===== src/rtl/pmu_event_shaper.sv =====
// rtl/pmu_event_shaper.sv - per-lane synchronise, qualify and prescale of SoC events for the PMU
// Optional EVENT_SYNC_EN: SYNC_STAGES-deep input synchroniser; undefined, events_i is taken as synchronous.
module pmu_event_shaper #(
    parameter int N_SOC_EV    = 32,
    parameter int SYNC_STAGES = 2,
    parameter int PW          = 4
) (
    input  logic                   clk_i,
    input  logic                   rst_i,
    input  logic                   enable_i,
    input  logic                   clear_i,
    input  logic [N_SOC_EV-1:0]    events_i,
    input  logic [2*N_SOC_EV-1:0]  mode_i,
    input  logic [N_SOC_EV*PW-1:0] div_i,
    output logic [N_SOC_EV-1:0]    events_o
);

    localparam logic [1:0] MODE_OFF   = 2'b00;
    localparam logic [1:0] MODE_LEVEL = 2'b01;
    localparam logic [1:0] MODE_RISE  = 2'b10;
    localparam logic [1:0] MODE_FALL  = 2'b11;

    if (SYNC_STAGES < 2) begin : g_bad_sync
        $error("pmu_event_shaper: SYNC_STAGES must be at least 2");
    end

    logic [N_SOC_EV-1:0] s;
    logic [N_SOC_EV-1:0] prev;
    logic [N_SOC_EV-1:0] q;
    logic [N_SOC_EV-1:0][PW-1:0] cnt;

`ifdef EVENT_SYNC_EN
    logic [SYNC_STAGES-1:0][N_SOC_EV-1:0] sync_q;

    always_ff @(posedge clk_i or posedge rst_i) begin
        if (rst_i) begin
            sync_q <= '0;
        end else begin
            sync_q <= {sync_q[SYNC_STAGES-2:0], events_i};
        end
    end

    assign s = sync_q[SYNC_STAGES-1];
`else
    assign s = events_i;
`endif

    // prev tracks s unconditionally so re-enable or a mode change never sees a stale edge
    always_ff @(posedge clk_i or posedge rst_i) begin
        if (rst_i) begin
            prev <= '0;
        end else begin
            prev <= s;
        end
    end

    always_comb begin
        q = '0;
        for (int i = 0; i < N_SOC_EV; i++) begin
            case (mode_i[2*i +: 2])
                MODE_OFF:   q[i] = 1'b0;
                MODE_LEVEL: q[i] = s[i];
                MODE_RISE:  q[i] = s[i] & ~prev[i];
                MODE_FALL:  q[i] = ~s[i] & prev[i];
                default:    q[i] = 1'b0;
            endcase
        end
    end

    // >= rather than == so lowering div below a running count fires on the next event
    always_ff @(posedge clk_i or posedge rst_i) begin
        if (rst_i) begin
            cnt      <= '0;
            events_o <= '0;
        end else begin
            for (int i = 0; i < N_SOC_EV; i++) begin
                if (!enable_i || clear_i) begin
                    cnt[i]      <= '0;
                    events_o[i] <= 1'b0;
                end else if (q[i] && (cnt[i] >= div_i[PW*i +: PW])) begin
                    cnt[i]      <= '0;
                    events_o[i] <= 1'b1;
                end else if (q[i]) begin
                    cnt[i]      <= cnt[i] + 1'b1;
                    events_o[i] <= 1'b0;
                end else begin
                    events_o[i] <= 1'b0;
                end
            end
        end
    end

endmodule

===== config.mk =====
export PLATFORM = sky130hd
export DESIGN_NAME = pmu_event_shaper
export DESIGN_NICKNAME = d
export VERILOG_FILES = /design/src/rtl/pmu_event_shaper.sv
export SDC_FILE = /design/constraint.sdc
export NUM_CORES = 1
export LEC_CHECK = 0
export BUFFER_PORTS_ARGS = -buffer_cell sky130_fd_sc_hd__buf_2
export CELL_PAD_IN_SITES_DETAIL_PLACEMENT = 0
export CELL_PAD_IN_SITES_GLOBAL_PLACEMENT = 2
export CORE_AREA = 2 2 218 220
export CTS_CLUSTER_SIZE = 28
export DETAILED_ROUTE_END_ITERATION = 6
export DIE_AREA = 0 0 220 222
export GPL_ROUTABILITY_DRIVEN = 0
export GPL_TIMING_DRIVEN = 0
export PLACE_DENSITY = 0.77
export SYNTH_ARGS = -nofsm -noshare
export SYNTH_HDL_FRONTEND = slang
export SYNTH_SLANG_ARGS = --single-unit

===== constraint.sdc =====
create_clock -name clk_i -period 9.22 [get_ports clk_i]
set_clock_uncertainty 0.15 [all_clocks]
set_input_delay 0.922 -clock clk_i [delete_from_list [all_inputs] [get_ports clk_i]]
set_output_delay 0.922 -clock clk_i [all_outputs]
set_load 0.005 [all_outputs]

* Word level (Yosys, flattened, before mapping)
Index checks and enable logic that the tools add are counted.
** Operators by class
- $add $sub $neg :: 32
- Order comparisons :: 32
- Equality and inequality tests :: 96
- Mux-type cells :: 192
- Bitwise gates (word level) :: 128
- Reduce and logical (&&, ||, !) cells :: 98
** Operators with widths (number)
- $mux W4 :: 96
- $add A4 B1 Y4 const B :: 32
- $eq A2 B2 Y1 const B :: 64
- $ge A4 B4 Y1 :: 32
- $pmux W1 S4 :: 32
- $reduce_bool A3 Y1 :: 32
- $and A1 B1 Y1 :: 64
- $eq A2 B1 Y1 const B :: 32
- $logic_not A2 Y1 :: 32
- $mux W1 :: 64
- $not A1 Y1 :: 64
- $logic_and A1 B1 Y1 :: 32
- $logic_not A1 Y1 :: 1
- $logic_or A1 B1 Y1 :: 1
** Storage, ports and cells
- Register bits :: 192
- Input bits :: 228
- Word-level logic and storage cells :: 612

* Longest topological paths before layout
- Word-level depth :: 6
- Mapped depth :: 6
- Depth with buffers taken out :: 6

* Least setup slack after synthesis
No wires, ideal clock.
- Path type :: input -> register
- From :: in div_i[32]
- To :: reg cnt[32] in the netlist's numbering
- Library setup time :: 0.092 ns
- Arrival time :: 2.079 ns
- Path slack :: 6.899 ns
- Cell stages on the path :: 5
- Buffers on the path :: 0
- Cells stage by stage :: ha_1 nand2b_4 a2111oi_4 o21ai_1 o31ai_2
** Between the ends
- Word-level cells in the longest chain between the ends :: 4
- Elaborated cells on any way between the ends :: 5
** RTL lines
- from (decl) :: RTL line 14 : input logic [N_SOC_EV*PW-1:0] div_i,
- $ge A4 B4 Y1 * :: RTL line 80 : end else if (q[i] && (cnt[i] >= div_i[PW*i +: PW])) begin
- $logic_and A1 B1 Y1 * :: RTL line 80
- $mux W4 :: RTL line 80
- $mux W4 :: RTL line 77 : if (!enable_i || clear_i) begin
- to (signal, indexed assignment) :: RTL line 84 : cnt[i] <= cnt[i] + 1'b1;
- to (decl) :: RTL line 30 : logic [N_SOC_EV-1:0][PW-1:0] cnt;
Every way passes the cells marked *; elsewhere a longest branch is shown, timed or not.
A chain may end at the register's enable or synchronous reset.

* Final worst setup path
- From :: in enable_i
- To :: reg cnt[20] in the netlist's numbering
** Between the ends
- Word-level cells in the longest chain between the ends :: 3
- Elaborated cells on any way between the ends :: 4
** RTL lines
- from (decl) :: RTL line 10 : input logic enable_i,
- $logic_not A1 Y1 * :: RTL line 77
- $logic_or A1 B1 Y1 * :: RTL line 77
- $reduce_bool A3 Y1 (no line) / $mux W4 (equally long branches)
Marks and branches as above.

==> impl_metrics.env <==
export IMPL_worst_ep_required_time_ps=9480
export IMPL_rrSetupSlack_ps=7140
export IMPL_fin_area_um2=16550
export IMPL_cts_buffer_depth=2
export IMPL_fill_cells=4749
export IMPL_wirelength_mm=39.58
export IMPL_syn2layout_area_growth_pct=19.83
export IMPL_h_tree_depth=4
export IMPL_use_met1_pct=22.15
export IMPL_synthDistinctLibCells=33
export IMPL_final_cell_mix="buf_2, dfrtp_1, inv_1, ha_1, nand2_1"
export IMPL_nets=2075
export IMPL_ant_nets=0
export IMPL_antenna_found_initial=6
export IMPL_grt_pass1_wl_mm=63.54
export IMPL_vias_per_cell=5.172
export IMPL_worstRegToRegCells=6
export IMPL_tritoncts="built"
export IMPL_pin_count=260
export IMPL_die_height_um=222
export IMPL_postCtsResizedCells=0
export IMPL_fmax_ghz=0.3805
export IMPL_wl_per_cell_um=17.17
export IMPL_die_x_um=220
export IMPL_crit_fanout=10
export IMPL_cts_hold_buf=0
export IMPL_cts_buffers=17
export IMPL_grt_max_degree=98
export IMPL_hold_start="cnt[64]"
export IMPL_initial_core_util_pct=29.86
export IMPL_status="finished clean"
export IMPL_worst_slew_pin_slew_ps=991.5
export IMPL_power_density_nw_per_um2=126.1
export IMPL_hold_viol_final=0
export IMPL_dr_first_iter_drc_count=481
export IMPL_yosys_warnings=0
export IMPL_dp_hpwl_mm=29.31
export IMPL_cap_violations=0
export IMPL_syn_inst=1408
export IMPL_startpoint="enable_i"
export IMPL_worstReg2RegStart="cnt[32]"
export IMPL_cts_root_buf="clkbuf_16"
export IMPL_setup_viol=0
export IMPL_port_buffers=259
export IMPL_final_core_util_pct=35.78
export IMPL_first_global_vias=11940
export IMPL_crit_path_end_kind="flip-flop"
export IMPL_met2_usage_pct=26.86
export IMPL_hold_end="cnt[64]"
export IMPL_gr_total_overflow=0
export IMPL_layout_commonest_cell="buf_2"
export IMPL_power_total_uw=2087
export IMPL_placed_area_um2=15900
export IMPL_crit_type="input pin to flip-flop"
export IMPL_via_count=11930
export IMPL_drtPass1Iterations=5
export IMPL_slew_headroom_pct=33.90
export IMPL_r2r_end="cnt[32]"
export IMPL_drc=0
export IMPL_postCtsSetupBuffers=0
export IMPL_seq_area_frac_synth_pct=34.79
export IMPL_maxSlewViolCount=0
export IMPL_syn_nets=1796
export IMPL_period_needed_ps=2628
export IMPL_core_rowCount=79
export IMPL_p_leak_uw=0.007646
export IMPL_cp_start_kind="input pin"
export IMPL_grt_setup_unrepaired="false"
export IMPL_synthesis_area_um2=13810
export IMPL_core_um2=46260
export IMPL_clock_latency_ps=500
export IMPL_track_usage_pct=16.64
export IMPL_crit_arrival_ps=2890
export IMPL_clk_pin_slew_worst_paths_ps=70
export IMPL_ys_seq_elements=192
export IMPL_cts_sinks=192
export IMPL_finalCritPeriodShare_pct=28.50
export IMPL_worstHoldPathCells=1
export IMPL_die_area_um2=48840
export IMPL_busiest_layer="met2"
export IMPL_worstHoldPathType="flip-flop to flip-flop"
export IMPL_peakVddDrop_uv=100.5
export IMPL_drive_gt1_share_pct=24.10
export IMPL_synth_avg_cell_area_um2=9.810
export IMPL_use_met3_pct=3.649
==> synth_stat cells <==
library cell,count,area (um2)
a21oi_1,5,25.02
nand2_1,147,551.8
nor4_1,32,200.2
inv_1,161,604.3
buf_2,10,50.05
o21ai_0,36,180.2
o22ai_1,32,200.2
nand3_1,81,405.4
o2111ai_1,32,280.3
or2_2,17,106.4
nor2_1,60,225.2
and3_1,13,81.33
o31ai_1,21,157.7
or3_1,10,62.56
o211ai_1,83,623.1
nand4b_1,32,280.3
nand2b_4,32,440.4
a21oi_2,17,148.9
ha_1,160,2002
nand4bb_1,32,360.4
nor3_1,4,20.02
a2111oi_4,32,880.8
nand2b_1,1,6.260
o31ai_2,11,137.6
buf_1,2,7.510
nor2b_1,1,6.260
nand3b_1,9,67.56
or2_1,5,31.28
dfrtp_1,192,4805
o21ai_1,42,210.2
a31oi_1,60,375.4
o211a_1,23,230.2
clkbuf_1,13,48.80
==> through the flow <==
| step | worst slack [ps] | hold WS, ps | TNS, ps | instances |
|---|---|---|---|---|
| floorplan | 2921 | 350.8 | 0 | 1408 |
| global placement | -447.5 | 387.6 | -82030 | 2274 |
| detailed placement | 6066 | 383.5 | 0 | 2275 |
| CTS | 6620 | 357.8 | 0 | 2304 |
| global route | 6439 | 381.3 | 0 | 2305 |
| finish | 6592 | 402.1 | 0 | 2306 |
==> logic make-up after synthesis <==
family                     count (synthesis)  share of synthesized area [%]
adders and majority gates                160                          14.49
buffers and inverters                    186                          5.145
AOI/OAI and AO/OA                        394                          24.97
and+or+nand+nor                          476                          20.60
DFF                                      192                          34.79
==> flip-flops by register name (all words and copies together) (netlist names) <==
name	count
cnt	128
events_o	32
prev	32
==> how the worst max path moves through the flow <==
stage / depth (start not counted) / endpoint
global route: 6 / cnt[8]
detailed placement: 6 / cnt[96]
global placement: 2 / cnt[87]
CTS: 6 / cnt[100]
floorplan: 1 / cnt[0]
finish: 6 / cnt[20]
==> routing by layer <==
| layer | share of wire (%) | wire length, um |
|---|---|---|
| met5 | 0.061 | 24 |
| met4 | 1.6 | 620 |
| met2 | 46 | 18320 |
| met1 | 48 | 18850 |
| met3 | 4.5 | 1770 |
==> worst max-delay path: stages <==
cell and delay (ps):
buf_2 80, nor2b_1 580, buf_2 360, buf_1 650, nand3_1 190, o31ai_2 100
==> report_power, final <==
part / total [uW] / internal (uW) / switching (uW)
sequential: 869 / 856 / 13.5
combinational: 343 / 144 / 198
clock: 875 / 501 / 374
==> layout make-up <==
cell class                 count  area (um2)  area share [%]
antenna                        2       5.005         0.03024
buffer                        25       106.4          0.6426
clock buffer                  17       425.4           2.570
clock inverter                12       217.7           1.315
inverter                     161       611.8           3.697
multi-input combinational   1030        8297           50.13
sequential                   192        4805           29.03
tap                          607       759.5           4.589
timing repair buffer         260        1324           7.998
No activity file was read; power rests on OpenSTA's default activity.
